**src/rtl/cpu_subsys_mem_arb_pkg.sv**
```systemverilog
// Shared types and defaults for the two-requester memory arbiter.
// Holds the FSM state encoding, the requester ID type and default sizes.
package cpu_subsys_pkg;

    localparam int ADDR_W_DEF  = 30;
    localparam int TIMEOUT_DEF = 255;

    typedef enum logic [1:0] {
        ST_IDLE  = 2'd0,
        ST_ISSUE = 2'd1,
        ST_WAIT  = 2'd2
    } arb_state_e;

    typedef logic req_id_t;

    localparam req_id_t REQ_M0 = 1'b0;
    localparam req_id_t REQ_M1 = 1'b1;

endpackage

```
**src/rtl/cpu_subsys_mem_arb_if.sv**
```systemverilog
// Simple valid/ready word-addressed memory bus.
// The master modport issues requests; the slave modport returns responses.
interface cpu_subsys_mem_arb_if
    import cpu_subsys_pkg::*;
#(
    parameter int ADDR_W = ADDR_W_DEF
);
    logic              valid;
    logic [ADDR_W-1:0] addr;
    logic              write;
    logic [31:0]       wdata;
    logic [3:0]        wstrb;
    logic [31:0]       rdata;
    logic              ready;
    logic              err;

    modport master (output valid, addr, write, wdata, wstrb,
                    input  rdata, ready, err);
    modport slave  (input  valid, addr, write, wdata, wstrb,
                    output rdata, ready, err);
endinterface

```
**src/rtl/cpu_subsys_mem_arb_rr_arb2.sv**
```systemverilog
// Two-way round-robin pick: a lone request wins outright, on a tie the
// requester that did not win last time is chosen. Purely combinational.
module cpu_subsys_rr_arb2
    import cpu_subsys_pkg::*;
(
    input  logic [1:0] req,
    input  req_id_t    last_grant,
    output logic [1:0] gnt
);

    always_comb begin
        gnt = req;
        if (req == 2'b11) begin
            gnt = (last_grant == REQ_M0) ? 2'b10 : 2'b01;
        end
    end

endmodule

```
**src/rtl/cpu_subsys_mem_arb.sv**
```systemverilog
// Arbitrates two requesters onto one registered downstream memory port.
// One transaction in flight at a time: IDLE -> ISSUE -> WAIT -> IDLE.
module cpu_subsys_mem_arb
    import cpu_subsys_pkg::*;
#(
    parameter int ADDR_W  = ADDR_W_DEF,
    parameter int TIMEOUT = TIMEOUT_DEF
) (
    input  logic                 clk,
    input  logic                 rst,
    cpu_subsys_mem_arb_if.slave  m0,
    cpu_subsys_mem_arb_if.slave  m1,
    cpu_subsys_mem_arb_if.master s
);

    localparam logic [7:0] TIMEOUT_CNT = 8'(TIMEOUT);

    arb_state_e        state_q, state_d;
    req_id_t           grant_q, grant_d;
    req_id_t           last_grant_q, last_grant_d;
    logic              s_valid_q, s_valid_d;
    logic [ADDR_W-1:0] s_addr_q, s_addr_d;
    logic              s_write_q, s_write_d;
    logic [31:0]       s_wdata_q, s_wdata_d;
    logic [3:0]        s_wstrb_q, s_wstrb_d;
    logic [7:0]        wait_cnt_q, wait_cnt_d;

    logic [1:0]        req_vec;
    logic [1:0]        gnt_oh;
    logic              cpl;
    logic [1:0]        rsp_ready;
    logic [1:0]        rsp_err;
    logic [31:0]       rsp_rdata [2];

    assign req_vec = {m1.valid, m0.valid};

    cpu_subsys_rr_arb2 u_rr_arb2 (
        .req        (req_vec),
        .last_grant (last_grant_q),
        .gnt        (gnt_oh)
    );

    always_comb begin
        state_d      = state_q;
        grant_d      = grant_q;
        last_grant_d = last_grant_q;
        s_valid_d    = 1'b0;
        s_addr_d     = s_addr_q;
        s_write_d    = s_write_q;
        s_wdata_d    = s_wdata_q;
        s_wstrb_d    = s_wstrb_q;
        wait_cnt_d   = wait_cnt_q;
        case (state_q)
            ST_IDLE: begin
                if (|gnt_oh) begin
                    grant_d      = gnt_oh[1] ? REQ_M1 : REQ_M0;
                    last_grant_d = grant_d;
                    s_valid_d    = 1'b1;
                    s_addr_d     = gnt_oh[1] ? m1.addr  : m0.addr;
                    s_write_d    = gnt_oh[1] ? m1.write : m0.write;
                    // Reads carry no data or byte enables downstream.
                    s_wdata_d    = s_write_d ? (gnt_oh[1] ? m1.wdata : m0.wdata) : 32'h0;
                    s_wstrb_d    = s_write_d ? (gnt_oh[1] ? m1.wstrb : m0.wstrb) : 4'h0;
                    state_d      = ST_ISSUE;
                end
            end
            ST_ISSUE: begin
                wait_cnt_d = 8'd0;
                state_d    = ST_WAIT;
            end
            ST_WAIT: begin
                if (s.ready || (wait_cnt_q == TIMEOUT_CNT)) begin
                    state_d = ST_IDLE;
                end else begin
                    wait_cnt_d = wait_cnt_q + 8'd1;
                end
            end
            default: state_d = ST_IDLE;
        endcase
    end

    always_ff @(posedge clk or posedge rst) begin
        if (rst) begin
            state_q      <= ST_IDLE;
            grant_q      <= REQ_M0;
            last_grant_q <= REQ_M1;
            s_valid_q    <= 1'b0;
            s_addr_q     <= '0;
            s_write_q    <= 1'b0;
            s_wdata_q    <= 32'h0;
            s_wstrb_q    <= 4'h0;
            wait_cnt_q   <= 8'd0;
        end else begin
            state_q      <= state_d;
            grant_q      <= grant_d;
            last_grant_q <= last_grant_d;
            s_valid_q    <= s_valid_d;
            s_addr_q     <= s_addr_d;
            s_write_q    <= s_write_d;
            s_wdata_q    <= s_wdata_d;
            s_wstrb_q    <= s_wstrb_d;
            wait_cnt_q   <= wait_cnt_d;
        end
    end

    // Completion is either a real slave response or the timeout expiring;
    // a real response wins if both land in the same cycle.
    assign cpl = (state_q == ST_WAIT) && (s.ready || (wait_cnt_q == TIMEOUT_CNT));

    genvar gi;
    generate
        for (gi = 0; gi < 2; gi++) begin : g_rsp
            assign rsp_ready[gi] = cpl && (grant_q == req_id_t'(gi));
            assign rsp_err[gi]   = rsp_ready[gi] && !s.ready;
            assign rsp_rdata[gi] = (rsp_ready[gi] && s.ready) ? s.rdata : 32'h0;
        end
    endgenerate

    assign m0.ready = rsp_ready[0];
    assign m0.err   = rsp_err[0];
    assign m0.rdata = rsp_rdata[0];
    assign m1.ready = rsp_ready[1];
    assign m1.err   = rsp_err[1];
    assign m1.rdata = rsp_rdata[1];

    assign s.valid = s_valid_q;
    assign s.addr  = s_addr_q;
    assign s.write = s_write_q;
    assign s.wdata = s_wdata_q;
    assign s.wstrb = s_wstrb_q;

endmodule
```
**src/flat_wrapper.sv**
```systemverilog
// flat-port wrapper written by rule: the top's interface ports become plain ports
module cpu_subsys_mem_arb_flat import cpu_subsys_pkg::*;
#(
    parameter int ADDR_W  = ADDR_W_DEF,
    parameter int TIMEOUT = TIMEOUT_DEF
)
  (clk, rst, m0_valid, m0_addr, m0_write, m0_wdata, m0_wstrb, m0_rdata, m0_ready, m0_err, m1_valid, m1_addr, m1_write, m1_wdata, m1_wstrb, m1_rdata, m1_ready, m1_err, s_valid, s_addr, s_write, s_wdata, s_wstrb, s_rdata, s_ready, s_err);
  cpu_subsys_mem_arb_if #(.ADDR_W(ADDR_W)) m0_i ();
  cpu_subsys_mem_arb_if #(.ADDR_W(ADDR_W)) m1_i ();
  cpu_subsys_mem_arb_if #(.ADDR_W(ADDR_W)) s_i ();
  input  logic clk;
  input  logic rst;
  input wire logic [$bits(m0_i.valid)-1:0] m0_valid;
  input wire logic [$bits(m0_i.addr)-1:0] m0_addr;
  input wire logic [$bits(m0_i.write)-1:0] m0_write;
  input wire logic [$bits(m0_i.wdata)-1:0] m0_wdata;
  input wire logic [$bits(m0_i.wstrb)-1:0] m0_wstrb;
  output wire logic [$bits(m0_i.rdata)-1:0] m0_rdata;
  output wire logic [$bits(m0_i.ready)-1:0] m0_ready;
  output wire logic [$bits(m0_i.err)-1:0] m0_err;
  input wire logic [$bits(m1_i.valid)-1:0] m1_valid;
  input wire logic [$bits(m1_i.addr)-1:0] m1_addr;
  input wire logic [$bits(m1_i.write)-1:0] m1_write;
  input wire logic [$bits(m1_i.wdata)-1:0] m1_wdata;
  input wire logic [$bits(m1_i.wstrb)-1:0] m1_wstrb;
  output wire logic [$bits(m1_i.rdata)-1:0] m1_rdata;
  output wire logic [$bits(m1_i.ready)-1:0] m1_ready;
  output wire logic [$bits(m1_i.err)-1:0] m1_err;
  output wire logic [$bits(s_i.valid)-1:0] s_valid;
  output wire logic [$bits(s_i.addr)-1:0] s_addr;
  output wire logic [$bits(s_i.write)-1:0] s_write;
  output wire logic [$bits(s_i.wdata)-1:0] s_wdata;
  output wire logic [$bits(s_i.wstrb)-1:0] s_wstrb;
  input wire logic [$bits(s_i.rdata)-1:0] s_rdata;
  input wire logic [$bits(s_i.ready)-1:0] s_ready;
  input wire logic [$bits(s_i.err)-1:0] s_err;
  assign m0_i.valid = m0_valid;
  assign m0_i.addr = m0_addr;
  assign m0_i.write = m0_write;
  assign m0_i.wdata = m0_wdata;
  assign m0_i.wstrb = m0_wstrb;
  assign m0_rdata = m0_i.rdata;
  assign m0_ready = m0_i.ready;
  assign m0_err = m0_i.err;
  assign m1_i.valid = m1_valid;
  assign m1_i.addr = m1_addr;
  assign m1_i.write = m1_write;
  assign m1_i.wdata = m1_wdata;
  assign m1_i.wstrb = m1_wstrb;
  assign m1_rdata = m1_i.rdata;
  assign m1_ready = m1_i.ready;
  assign m1_err = m1_i.err;
  assign s_valid = s_i.valid;
  assign s_addr = s_i.addr;
  assign s_write = s_i.write;
  assign s_wdata = s_i.wdata;
  assign s_wstrb = s_i.wstrb;
  assign s_i.rdata = s_rdata;
  assign s_i.ready = s_ready;
  assign s_i.err = s_err;
  cpu_subsys_mem_arb #(.ADDR_W(ADDR_W), .TIMEOUT(TIMEOUT)) u_core (.clk(clk), .rst(rst), .m0(m0_i), .m1(m1_i), .s(s_i));
endmodule
```
**config.mk**
```make
export PLATFORM = sky130hd
export DESIGN_NAME = cpu_subsys_mem_arb_flat
export DESIGN_NICKNAME = d
export VERILOG_FILES = /design/src/rtl/cpu_subsys_mem_arb_pkg.sv /design/src/rtl/cpu_subsys_mem_arb_if.sv /design/src/rtl/cpu_subsys_mem_arb_rr_arb2.sv /design/src/rtl/cpu_subsys_mem_arb.sv /design/src/flat_wrapper.sv
export SDC_FILE = /design/constraint.sdc
export NUM_CORES = 1
export LEC_CHECK = 0
export ABC_AREA = 1
export CAP_MARGIN = 40
export CELL_PAD_IN_SITES_DETAIL_PLACEMENT = 1
export CELL_PAD_IN_SITES_GLOBAL_PLACEMENT = 2
export CORE_AREA = 2 2 132 198
export DETAILED_ROUTE_END_ITERATION = 8
export DIE_AREA = 0 0 134 200
export PLACE_DENSITY = 0.81
export SKIP_LAST_GASP = 1
export SYNTH_ARGS = -nofsm -noshare
export SYNTH_HDL_FRONTEND = slang
export SYNTH_SLANG_ARGS = --single-unit
```
**constraint.sdc**
```tcl
create_clock -name clk -period 6.7 [get_ports clk]
set_input_delay 1.34 -clock clk [delete_from_list [all_inputs] [get_ports clk]]
set_output_delay 1.34 -clock clk [all_outputs]
set_load 0.01 [all_outputs]
```
==> results.yml, run 1 <==
cells_and_area:
  utilization: 0.325
  finalInstanceArea_um2: 8110
  nNetsFinal: 1092
  antenna_cells: 0
  drive_gt1_frac: 0.0357
  syn_to_final_growth_pct: 82.1
logic_synthesis:
  synth_cell_types: 23
  yosys_warnings: 0
  seq_area_frac_synth: 0.450
  ys_ff_latch: 80
  syn_nets: 808
  synthCells: 635
  syn_area_um2: 4450
  avgSynthCellArea_um2: 7.01
worst_setup_path:
  path_buf_inv: 3
  critical_path_required_ns: 5.36
  cp_max_fo: 32
  slowest_stage: "clkdlybuf4s50_1"
  critPathTopFamily: "buffers and inverters"
  worstSetupPathType: "in -> out"
  cp_cell_sequence: "clkdlybuf4s50_1 > inv_1 > nand2_2 > nand4_4 > nor2_1 > clkdlybuf4s50_1"
  cpMostUsedCell: "clkdlybuf4s50_1"
  critPathCaptureType: "output port"
  cpPeakStageDelay_ns: 0.60
  arrival_ns: 3.62
  worst_setup_path_start_kind: "input pin"
place:
  gp_congestion: 0.721
  dpl_worst_slack_ns: 1.67
  place_hpwl_um: 14000
  dpl-instance-area_um2: 7740
  portBuffers: 306
grt:
  grt_pass1_wl_um: 28900
  overflow: 0
  grt_max_degree: 81
  grt_use_total: 0.141
  antenna_found_initial: 0
  grt_pass1_vias: 5291
floorplan:
  die_y_um: 200
  num_rows: 71
  die_w_um: 134
  io_pins: 308
  coreArea_um2: 25000
  start_util: 0.178
  dieArea_um2: 26800
clocking:
  post_cts_buffers: 0
  cts.sinks: 80
  cts-buffers-inserted: 9
  clockRootBuffer: "clkbuf_16"
  path_clk_slew_ns: 0.06
  clk_latency_ns: 0.35
  holdBufCountCts: 0
  postCtsResizedCells: 0
  cts_tree: "done"
  ctsLongestPathBuffers: 2
  cts_max_level: 3
flow_run:
  cap_violations: 0
worst_hold_path:
  hold_class: "reg -> reg"
timing:
  hold_violations: 0
  drv_slew: 0
  period_share: 0.741
  max_slew_margin: 0.464
  finClkSkew_ns: 0.00416
  setup_viol: 0
  setup_tns_ns: 0
  max_freq_mhz: 201
  worst_pin_slew_ns: 0.804
  post-route-worst-setup-slack_ns: 1.74
  rsz0062_at_grt: "no"
  period_minus_slack_ns: 4.96
routing:
  via_per_inst: 4.05
  drt_iter0_markers: 128
  dr.pass1.iters: 5
  vias: 5071
  wl_um: 18600
  drc: 0
  wl_per_cell_um: 14.9
  antenna_left: 0
power:
  p_per_area_nw_per_um2: 335
  ir_drop_mv: 0.169
  total_power_mw: 2.72
  leakage_nw: 3.58
status:
  status: "finished clean"
worst min-delay path, stage by stage, from the launching register on:
cell	delay, ns
dfstp_2	0.37
inv_1	0.04
o21ai_0	0.08
logic make-up after synthesis:
family,after synthesis,share of synthesized area
simple gates,360,0.331
compound gates,72,0.0893
flops,80,0.450
fa+ha+maj,1,0.00281
xor+xnor,3,0.00590
buf+inv,119,0.121
cell type report:
cell class	count	area, um2
timing repair buffer	312	3110
clock inverter	7	144
fill	3025	16900
multi-input combinational	436	1920
sequential	80	2000
clock buffer	9	225
tap	328	410
inverter	80	302
through the flow:
stage / std cells / hold slack [ns]
2_1_floorplan: 635 / 0.457
3_3_place_gp: 1236 / 0.476
3_5_place_dp: 1236 / 0.491
4_1_cts: 1252 / 0.502
5_1_grt: 1252 / 0.553
6_report: 1252 / 0.496
placed cells by master (no fill, tap or decap), types with 2 or more instances in the layout:
cell,netlist,layout
clkdlybuf4s50_1,0,306
nand2_1,200,199
nor2_1,105,105
dfrtp_1,79,79
inv_1,79,78
nand3_1,46,46
o21ai_0,32,32
a31oi_1,30,30
o21ai_1,10,10
clkbuf_16,0,9
buf_4,4,6
bufinv_16,0,4
nand2_2,2,3
xor2_1,3,3
nand4_4,2,2
clkinvlp_4,0,2
cell usage after synthesis (all sizes together):
cell	instances	area share
a31oi	30	0.042
o21ai	42	0.047
nor3	2	0.0034
nand2	202	0.17
dfrtp	79	0.44
nand3	47	0.054
xor2	3	0.0059
buf	37	0.052
nor2	106	0.091
clkbuf	2	0.0017
ha	1	0.0028
nand3b	1	0.0017
nand4	2	0.0096
dfstp	1	0.0059
inv	80	0.067
final timing paths:
path / from / to / slack [ns] / depth (start not counted)
worst max-delay path: s_ready / m0_rdata[17] / 1.74 / 6
worst max register to register: u_core.last_grant_q$_DFFE_PP1P_ / u_core.s.wdata[30]$_DFFE_PP0P_ / 4.45 / 7
min in group asynchronous: rst / u_core.s.addr[5]$_DFFE_PP0P_ / 1.41 / 2
worst min-delay path: u_core.last_grant_q$_DFFE_PP1P_ / u_core.last_grant_q$_DFFE_PP1P_ / 0.50 / 2
worst min register to register: u_core.last_grant_q$_DFFE_PP1P_ / u_core.last_grant_q$_DFFE_PP1P_ / 0.50 / 2
max in group asynchronous: rst / u_core.s.valid$_DFF_PP0_ / 4.20 / 3
flip-flops by register name (all words and copies together) (netlist names), 2 cells and up:
signal,flops
u_core.s.wdata,32
u_core.s.addr,30
u_core.s.wstrb,4
u_core.wait_cnt_q,8
u_core.state_q,2
routing by layer:
| metal | global-route usage | wire length (um) | up-vias |
|---|---|---|---|
| li1 | - | - | 2523 |
| met1 | 0.142 | 6810 | 2329 |
| met2 | 0.273 | 10100 | 206 |
| met3 | 0.0386 | 1430 | 13 |
| met4 | 0.0512 | 334 | 0 |
| met5 | 0 | 0 | - |
report_power, final:
| part | internal, mW | switching, mW | total (mW) |
|---|---|---|---|
| Clock | 0.403 | 0.219 | 0.622 |
| Sequential | 0.705 | 0.124 | 0.829 |
| Combinational | 0.622 | 0.648 | 1.27 |
No activity file was read; power rests on OpenSTA's default activity.
==> run 2, diff against run 1 <==
--- a/config.mk
+++ b/config.mk
@@ -9,10 +9,10 @@
 export CAP_MARGIN = 40
 export CELL_PAD_IN_SITES_DETAIL_PLACEMENT = 1
 export CELL_PAD_IN_SITES_GLOBAL_PLACEMENT = 2
-export CORE_AREA = 2 2 132 198
+export CORE_AREA = 2 2 144 217
 export DETAILED_ROUTE_END_ITERATION = 8
-export DIE_AREA = 0 0 134 200
-export PLACE_DENSITY = 0.81
+export DIE_AREA = 0 0 146 219
+export PLACE_DENSITY = 0.72
 export SKIP_LAST_GASP = 1
 export SYNTH_ARGS = -nofsm -noshare
 export SYNTH_HDL_FRONTEND = slang
==> constraint.sdc (replaced) <==
create_clock -name clk -period 4.23 [get_ports clk]
set_input_delay 0.846 -clock clk [delete_from_list [all_inputs] [get_ports clk]]
set_output_delay 0.846 -clock clk [all_outputs]
set_load 0.01 [all_outputs]
==> run 2 against run 1 <==
  * Cell area rose by 1.2%
  * Via count up 1.1%
  * Register-to-register slack got worse by 2.0 ns
  * Sequential share of layout area down 0.29 points
  * Worst setup slack worse by 1.3 ns
  * Count of clock-buffer cells in the layout unchanged
  * Highest routed layer unchanged
==> results.yml, run 2 (synthesis results as in run 1) <==
timing:
  worst_pin_slew_ns: 0.802
  setup_tns_ns: 0
  setup_viol: 0
  post-route-worst-setup-slack_ns: 0.409
  finClkSkew_ns: 0.00652
  drv_slew: 0
  period_share: 0.903
  period_minus_slack_ns: 3.82
  max_slew_margin: 0.465
  max_freq_mhz: 262
  hold_violations: 0
  holdWs_ns: 0.489
  rsz0062_at_grt: "no"
worst_setup_path:
  critical_path_required_ns: 3.38
  cp_max_fo: 32
  slowest_stage: "clkdlybuf4s50_1"
  reg2reg_depth: 7
  r2r-end: "u_core.s.wstrb[1]$_DFFE_PP0P_"
  critPathCaptureType: "output port"
  worstSetupPathType: "in -> out"
  cp-startpoint: "s_ready"
  worstSetupPathDepth: 6
  cpPeakStageDelay_ns: 0.60
  cpMostUsedCell: "clkdlybuf4s50_1"
  arrival_ns: 2.97
  cp_cell_sequence: "clkdlybuf4s50_1 > inv_1 > nand2_2 > nand4_4 > nor2_1 > clkdlybuf4s50_1"
  r2r_slack_ns: 2.46
  timing.rr.start: "u_core.last_grant_q$_DFFE_PP1P_"
  path_buf_inv: 3
  critPathTopFamily: "buffers and inverters"
  endpoint: "m1_rdata[2]"
  worst_setup_path_start_kind: "input pin"
cells_and_area:
  most-common-layout-cells: "306 x clkdlybuf4s50_1, 199 x nand2_1, 105 x nor2_1"
  instances_no_fill: 1326
  syn_to_final_growth_pct: 84.3
  fill_cells: 3696
  antenna_cells: 0
  drive_gt1_frac: 0.0378
  nNetsFinal: 1094
  final_common_cell: "clkdlybuf4s50_1"
  finalInstanceArea_um2: 8210
  largest_reg_flops: 32
  utilization: 0.273
floorplan:
  die_w_um: 146
  dieArea_um2: 32000
  io_pins: 308
  die_y_um: 219
  coreArea_um2: 30100
  start_util: 0.148
  num_rows: 78
grt:
  busiest_layer: "met2"
  grt_pass1_wl_um: 30900
  overflow: 0
  grt_use_total: 0.126
  grt_max_degree: 81
  grt_pass1_vias: 5405
  use_met1: 0.125
  use_met2: 0.236
  grtUsageMet3: 0.0439
  antenna_found_initial: 0
power:
  ir_drop_mv: 0.222
  total_power_mw: 4.27
  leakage_nw: 3.59
  p_per_area_nw_per_um2: 520
clocking:
  clk_latency_ns: 0.36
  cts-buffers-inserted: 9
  cts.sinks: 80
  clockRootBuffer: "clkbuf_16"
  post_cts_buffers: 0
  ctsLongestPathBuffers: 2
  path_clk_slew_ns: 0.06
  postCtsResizedCells: 0
  holdBufCountCts: 0
  cts_tree: "done"
  cts_max_level: 3
flow_run:
  cap_violations: 0
routing:
  vias: 5126
  drt_iter0_markers: 148
  via_per_inst: 3.87
  dr.pass1.iters: 4
  drc: 0
  wl_um: 20000
  wl_per_cell_um: 15.0
  antenna_left: 0
place:
  placed_cells: 1310
  dpl_worst_slack_ns: 0.371
  portBuffers: 306
  dpl-instance-area_um2: 7870
  gp_congestion: 0.733
  place_hpwl_um: 14900
worst_hold_path:
  hold_class: "reg -> reg"
status:
  status: "finished clean"
[run 2: how the worst min path moves through the flow]
stage	cells after the start	endpoint	startpoint
2_1_floorplan	1	u_core.state_q[0]$_DFFE_PP0P_	u_core.state_q[1]$_DFFE_PP0P_
3_3_place_gp	2	u_core.last_grant_q$_DFFE_PP1P_	u_core.last_grant_q$_DFFE_PP1P_
3_5_place_dp	2	u_core.last_grant_q$_DFFE_PP1P_	u_core.last_grant_q$_DFFE_PP1P_
4_1_cts	2	u_core.last_grant_q$_DFFE_PP1P_	u_core.last_grant_q$_DFFE_PP1P_
5_1_grt	2	u_core.last_grant_q$_DFFE_PP1P_	u_core.last_grant_q$_DFFE_PP1P_
6_report	2	u_core.last_grant_q$_DFFE_PP1P_	u_core.last_grant_q$_DFFE_PP1P_
[run 2: area by class of cell]
cell class	count	area (um2)	share of cell area
timing repair buffer	314	3150	0.384
sequential	80	2000	0.244
multi-input combinational	436	1920	0.234
tap	400	500	0.0610
inverter	80	302	0.0367
clock buffer	9	225	0.0274
clock inverter	7	110	0.0134
[run 2: worst min-delay path: cells and delay by family (launching register included)]
family / cells / cell delay, ns
AO/OA/AOI/OAI: 1 / 0.07
buffers and inverters: 1 / 0.04
flip-flops: 1 / 0.37
[run 2: routing by layer]
layer  share of wire  vias to the layer above
li1                -                     2536
met1            0.36                     2357
met2            0.53                      210
met3           0.085                       23
met4           0.026                        0
met5               0                        -
[run 2: report_power, final]
group	switching [mW]	internal, mW
Clock	0.353	0.573
Sequential	0.195	1.12
Combinational	1.03	0.993
==> patch 1: new RTL, config.mk and constraints of run 2 <==
Re-encode `arb_state_e` (3 states) as one-hot, 3 bits wide.
--- a/src/rtl/cpu_subsys_mem_arb_pkg.sv
+++ b/src/rtl/cpu_subsys_mem_arb_pkg.sv
@@ -7,6 +7,6 @@
 
-    typedef enum logic [1:0] {
-        ST_IDLE  = 2'd0,
-        ST_ISSUE = 2'd1,
-        ST_WAIT  = 2'd2
+    typedef enum logic [2:0] {
+        ST_IDLE  = 3'b001,
+        ST_ISSUE = 3'b010,
+        ST_WAIT  = 3'b100
     } arb_state_e;
Behaviour: no difference found for any inputs over 10 cycles, from zero or initial values and one cycle with rst high; not proved beyond that.
==> patch 1 against run 2 <==
  * Power is 11% lower
  * Register-to-register slack worse by 0.47 ns
  * Sequential cell count is 1 higher
  * Via count is 5.8% higher
  * Final area is 2.2% higher
  * Maximum frequency is 2.7% higher
  * Setup slack better by 0.099 ns
  * Area after synthesis is 4.6% higher
  * Routed wire length is 2.6% higher
  * Critical endpoint is now m0_rdata[14]
  * Largest cell class unchanged
==> patch 1: results (changes against run 2) <==
Logic synthesis
  • Leading post-synthesis cells by cell area: dfrtp_1 (42%), nand2_1 (33%), nor2_1 (6.4%)
  • Syn_nets: 894 (+11%)
  • Yosys warnings: 0 (unchanged)
  • Post-Synth Adder-Cell Area: 0.00268 (-0.000124)
  • Post-synthesis compound-gate area fraction: 0.0472 (-0.0421)
  • Synth cell types: 21 (-8.7%)
  • List of most frequent post-synthesis cells: nand2_1 (406), nor2_1 (80), dfrtp_1 (79), inv_1 (50), o21ai_0 (36)
  • Xor-xnor portion of the synthesized cell area: 0 (-0.00590)
  • Sequential area share after synthesis: 0.435 (-0.0143)
  • Synth Area per Inst: 6.46 um^2 (-7.8%)

Outcome
  • Status: finished, final reports clean

Global route
  • Vias in the first global route: 5,730 (+6.0%)
  • Tot GR Track Use: 0.128 (+0.00169)
  • First-pass GRT wire length: 32,000 um (+3.5%)
  • Pin count of the biggest net entering global routing: 40 (-51%)

Placed design
  • Dpl ws: 0.477 ns (+0.106 ns)
  • Final GP Congestion: 0.718 (-2.0%)
  • Post-detail-place hpwl: 15,900 um (+6.7%)
  • Post-DP Area: 8090 um^2 (+2.7%)

Timing
  • Worst-Margin Slew: 0.751 ns (-0.0510 ns)
  • Final Critical Period: 3.72 ns (-0.0989 ns)
  • Skew final: 0.00616 ns (-0.000358 ns)
  • Hold slack final: 0.477 ns (-0.0129 ns)

Critical path
  • Worst r2r src: u_core.state_q[0]$_DFFE_PP1P_
  • Worst-path fanout max: 32 (unchanged)
  • R2R depth: 6 (-1)
  • Worst Setup EP: m0_rdata[14]
  • Setup slack, reg-to-reg: 1.99 ns (-0.47 ns)
  • RR Endpoint: u_core.s.addr[24]$_DFFE_PP0P_
  • Worst EP arrival: 2.88 ns (-0.09 ns)
  • Largest stage delay, worst path: 0.60 ns (about the same)

Hold path
  • Worst min-delay path class: reg -> reg
  • Hold Crit Start: u_core.last_grant_q$_DFFE_PP1P_

Pwr
  • Peak supply drop: 0.198 mV (-11%)
  • Gate power share: 0.463 (-0.012)
  • Comb pwr: 0.00175 W (-14%)
  • Static leakage: 3.98 nW (+11%)
  • P_sw: 0.00145 W (-8.7%)

CTS
  • Total CTS buffers: 9 (unchanged)
  • Clock root buffer: clkbuf_16
  • CTS resizes: 0 (unchanged)
  • Clock Path Buffers: 2 (unchanged)

Drt
  • DR iter-0 viols: 113 (-24%)
  • DRT Wirelength: 20,500 um (+2.6%)
  • Vias: 5,423 (+5.8%)

Layout
  • Non-Filler Instances: 1,415 (+6.7%)
  • Share of layout cells above drive strength 1: 0.0384 (+0.000627)
  • Nets: 1,183 (+8.1%)

Die
  • Row count: 78 (unchanged)
==> patch 1: changes by cell type after synthesis, sizes merged <==
cell and delta:
clkbuf +9, nor3 +2, nand3b -1, inv -28
a31oi -30, a21oi +1, nand3 -37, dfstp +1
nand2 +207, o21ai +1, nor2 -26, xor2 -3
buf -10
==> patch 1: layout make-up <==
class / instances / area, um^2
clock inverter: 3 / 40.0
multi-input combinational: 550 / 2220
fill: 3747 / 21700
clock buffer: 13 / 260
sequential: 81 / 2030
inverter: 52 / 196
timing repair buffer: 316 / 3140
tap: 400 / 500
==> patch 1: critical path, delay by kind of cell <==
kind	cells	cell delay, ns
buffers and inverters	4	1.57
and+or+nand+nor	3	0.44
==> patch 1: layer usage <==
| metal | track usage | vias up | wire length, um |
|---|---|---|---|
| met2 | 0.253 | 215 | 11100 |
| met1 | 0.128 | 2471 | 7570 |
| li1 | - | 2727 | - |
| met4 | 0.0379 | 0 | 256 |
| met5 | 0 | - | 0 |
| met3 | 0.0380 | 10 | 1500 |
==> patch 2: new RTL, config.mk and constraints of run 2 <==
Without the edit above. Change the package constant `ADDR_W_DEF` from 30 to 60.
--- a/src/rtl/cpu_subsys_mem_arb_pkg.sv
+++ b/src/rtl/cpu_subsys_mem_arb_pkg.sv
@@ -4,3 +4,3 @@
 
-    localparam int ADDR_W_DEF  = 30;
+    localparam int ADDR_W_DEF  = 60;
     localparam int TIMEOUT_DEF = 255;
Interface: changed (resized m0_addr, m1_addr and s_addr); port bits go from 308 to 398. No check against the original RTL was run, so the function may have changed too.
==> patch 2 against run 2 <==
  * Final area up 27%
  * Combinational power increased by 39%
  * Sequential cell count up 30
  * Power increased by 32%
  * Setup slack better by 0.24 ns
  * Count of clock-buffer cells in the layout up 1
  * Routed wire length grew 32%
  * Area after synthesis increased by 28%
==> patch 2: results (changes against run 2) <==
Layout
  • Nets: 1,404 (+28%)
  • Non-Filler Instances: 1,578 (+19%)
  • Share of layout cells above drive strength 1: 0.0281 (-0.00974)
  • Max reg flops: 60 (+88%)

CTS
  • H-tree levels: 3 (unchanged)
  • Total CTS buffers: 9 (unchanged)
  • Clk pin slew, worst setup/hold paths: 0.08 ns (+0.02 ns)
  • Latest clock arrival within the worst-skew pair: 0.36 ns (about the same)
  • CTS resizes: 0 (unchanged)
  • Number of setup buffers added after CTS: 0 (unchanged)
  • Clock Path Buffers: 2 (unchanged)
  • Clock root buffer: clkbuf_16

Critical path
  • Largest stage delay, worst path: 0.56 ns (-0.04 ns)
  • Delay-heaviest family, CP: buffers and inverters
  • Crit path max-delay cell type: clkdlybuf4s50_1
  • Worst EP arrival: 2.74 ns (-0.23 ns)
  • Worst-path fanout max: 32 (unchanged)

Global route
  • Vias in the first global route: 6,781 (+25%)
  • First-pass GRT wire length: 39,800 um (+29%)
  • Pin count of the biggest net entering global routing: 177 (+120%)
  • Initial antenna violation count: 2 (+2)
  • Tot GR Track Use: 0.161 (+0.0342)

Drt
  • DR iter-0 viols: 184 (+24%)
  • Vias: 6,575 (+28%)
  • Routed len/inst: 16.6 um (+11%)
  • Drt pass-1 iters: 4 (unchanged)

Placed design
  • Final GP Congestion: 0.751 (+2.6%)
  • # port buffers: 396 (+29%)
  • Post-detail-place hpwl: 19,600 um (+32%)

Pwr
  • Static leakage: 4.56 nW (+27%)
  • Peak supply drop: 0.435 mV (+96%)

Logic synthesis
  • Syn_nets: 1,037 (+28%)
  • Xor-xnor portion of the synthesized cell area: 0.00460 (-0.00130)
  • Post-Synth Adder-Cell Area: 0.00219 (-0.000620)
  • Most used DFF post-synth: dfrtp_1
  • Synth cell types: 22 (-4.3%)
  • Sequential area share after synthesis: 0.482 (+0.0320)
  • Post-synthesis compound-gate area fraction: 0.101 (+0.0114)
  • List of most frequent post-synthesis cells: nand2_1 (267), nor2_1 (133), dfrtp_1 (109), inv_1 (81), a31oi_1 (60)
  • Synth Instances: 804 (+27%)
  • Leading post-synthesis cells by cell area: dfrtp_1 (48%), nand2_1 (18%), nor2_1 (8.7%)
  • Yosys warnings: 0 (unchanged)
  • Post-synth ARST share: 1.00 (unchanged)
  • Multiplexer share of the synthesized area: 0 (unchanged)

Timing
  • Relative slew slack: 0.468 (+0.00282)
  • Skew final: 0.0107 ns (+0.00416 ns)

Outcome
  • Status: finished, final reports clean

Hold path
  • Worst min-delay path class: reg -> reg
## patch 2: cell types whose count changed in the layout (fill, tap and decap cells not counted), sizes merged, moves of 4 or more
cell / run 2 / this run
nor2: 106 / 134
dfrtp: 79 / 109
nand2: 202 / 267
clkinv: 5 / 1
clkdlybuf4s50: 306 / 396
a31oi: 30 / 60
inv: 79 / 85
## patch 2: logic make-up (layout without fill, tap and decap cells)
logic type,Yosys count,in the layout
AND/OR/NAND/NOR,457,457
other,0,2
flip-flops,110,110
adder cells (fa/ha/maj),1,1
AO/OA/AOI/OAI,100,100
XOR/XNOR,3,3
buffers and inverters,133,505
## patch 2: tightest hold or removal path, stage by stage (launching register included)
cell	delay, ns
dfstp_2	0.37
inv_1	0.04
o21ai_0	0.07
## patch 2: final cells by class
cell class | count | area (um^2)
antenna | 2 | 5.00
clock inverter | 6 | 98.8
clock buffer | 10 | 229
multi-input combinational | 561 | 2440
tap | 400 | 500
inverter | 83 | 315
timing repair buffer | 406 | 4110
fill | 3712 | 19600
sequential | 110 | 2750
## patch 2: metrics by stage
stage	total power [W]	cell area [um^2]	setup slack [ns]	utilization	hold WS (ns)
5_1_grt	0.00607	10400	0.477	0.348	0.525
3_5_place_dp	0.00474	10100	0.640	0.336	0.478
3_3_place_gp	0.00469	10100	0.717	0.336	0.473
4_1_cts	0.00576	10400	0.627	0.347	0.492
6_report	0.00563	10400	0.649	0.348	0.489
2_1_floorplan	0.00308	5720	0.483	-	0.463
## patch 2: power by group
part,internal (W),switching (W)
registers,0.00155,0.000279
logic,0.00140,0.00142
clock network,0.000532,0.000445
## patch 2: routing by layer
layer / vias up / routed length (um) / global-route usage
li1: 3252 / - / -
met1: 3119 / 9590 / 0.169
met2: 183 / 14800 / 0.313
met3: 21 / 1370 / 0.0376
met4: 0 / 483 / 0.0518
met5: - / 0 / 0
## patch 2: path summary, 6_finish.rpt
| check | end | cells past startpoint | slack, ns | from |
|---|---|---|---|---|
| min | u_core.last_grant_q$_DFFE_PP1P_ | 2 | 0.49 | u_core.last_grant_q$_DFFE_PP1P_ |
| max reg2reg | u_core.s.addr[2]$_DFFE_PP0P_ | 4 | 2.47 | u_core.state_q[0]$_DFFE_PP0P_ |
| min in group asynchronous | u_core.s.addr[1]$_DFFE_PP0P_ | 2 | 0.76 | rst |
| min reg2reg | u_core.last_grant_q$_DFFE_PP1P_ | 2 | 0.49 | u_core.last_grant_q$_DFFE_PP1P_ |
| max in group asynchronous | u_core.s.wdata[8]$_DFFE_PP0P_ | 4 | 2.66 | rst |
| max | m0_rdata[16] | 7 | 0.65 | s_ready |
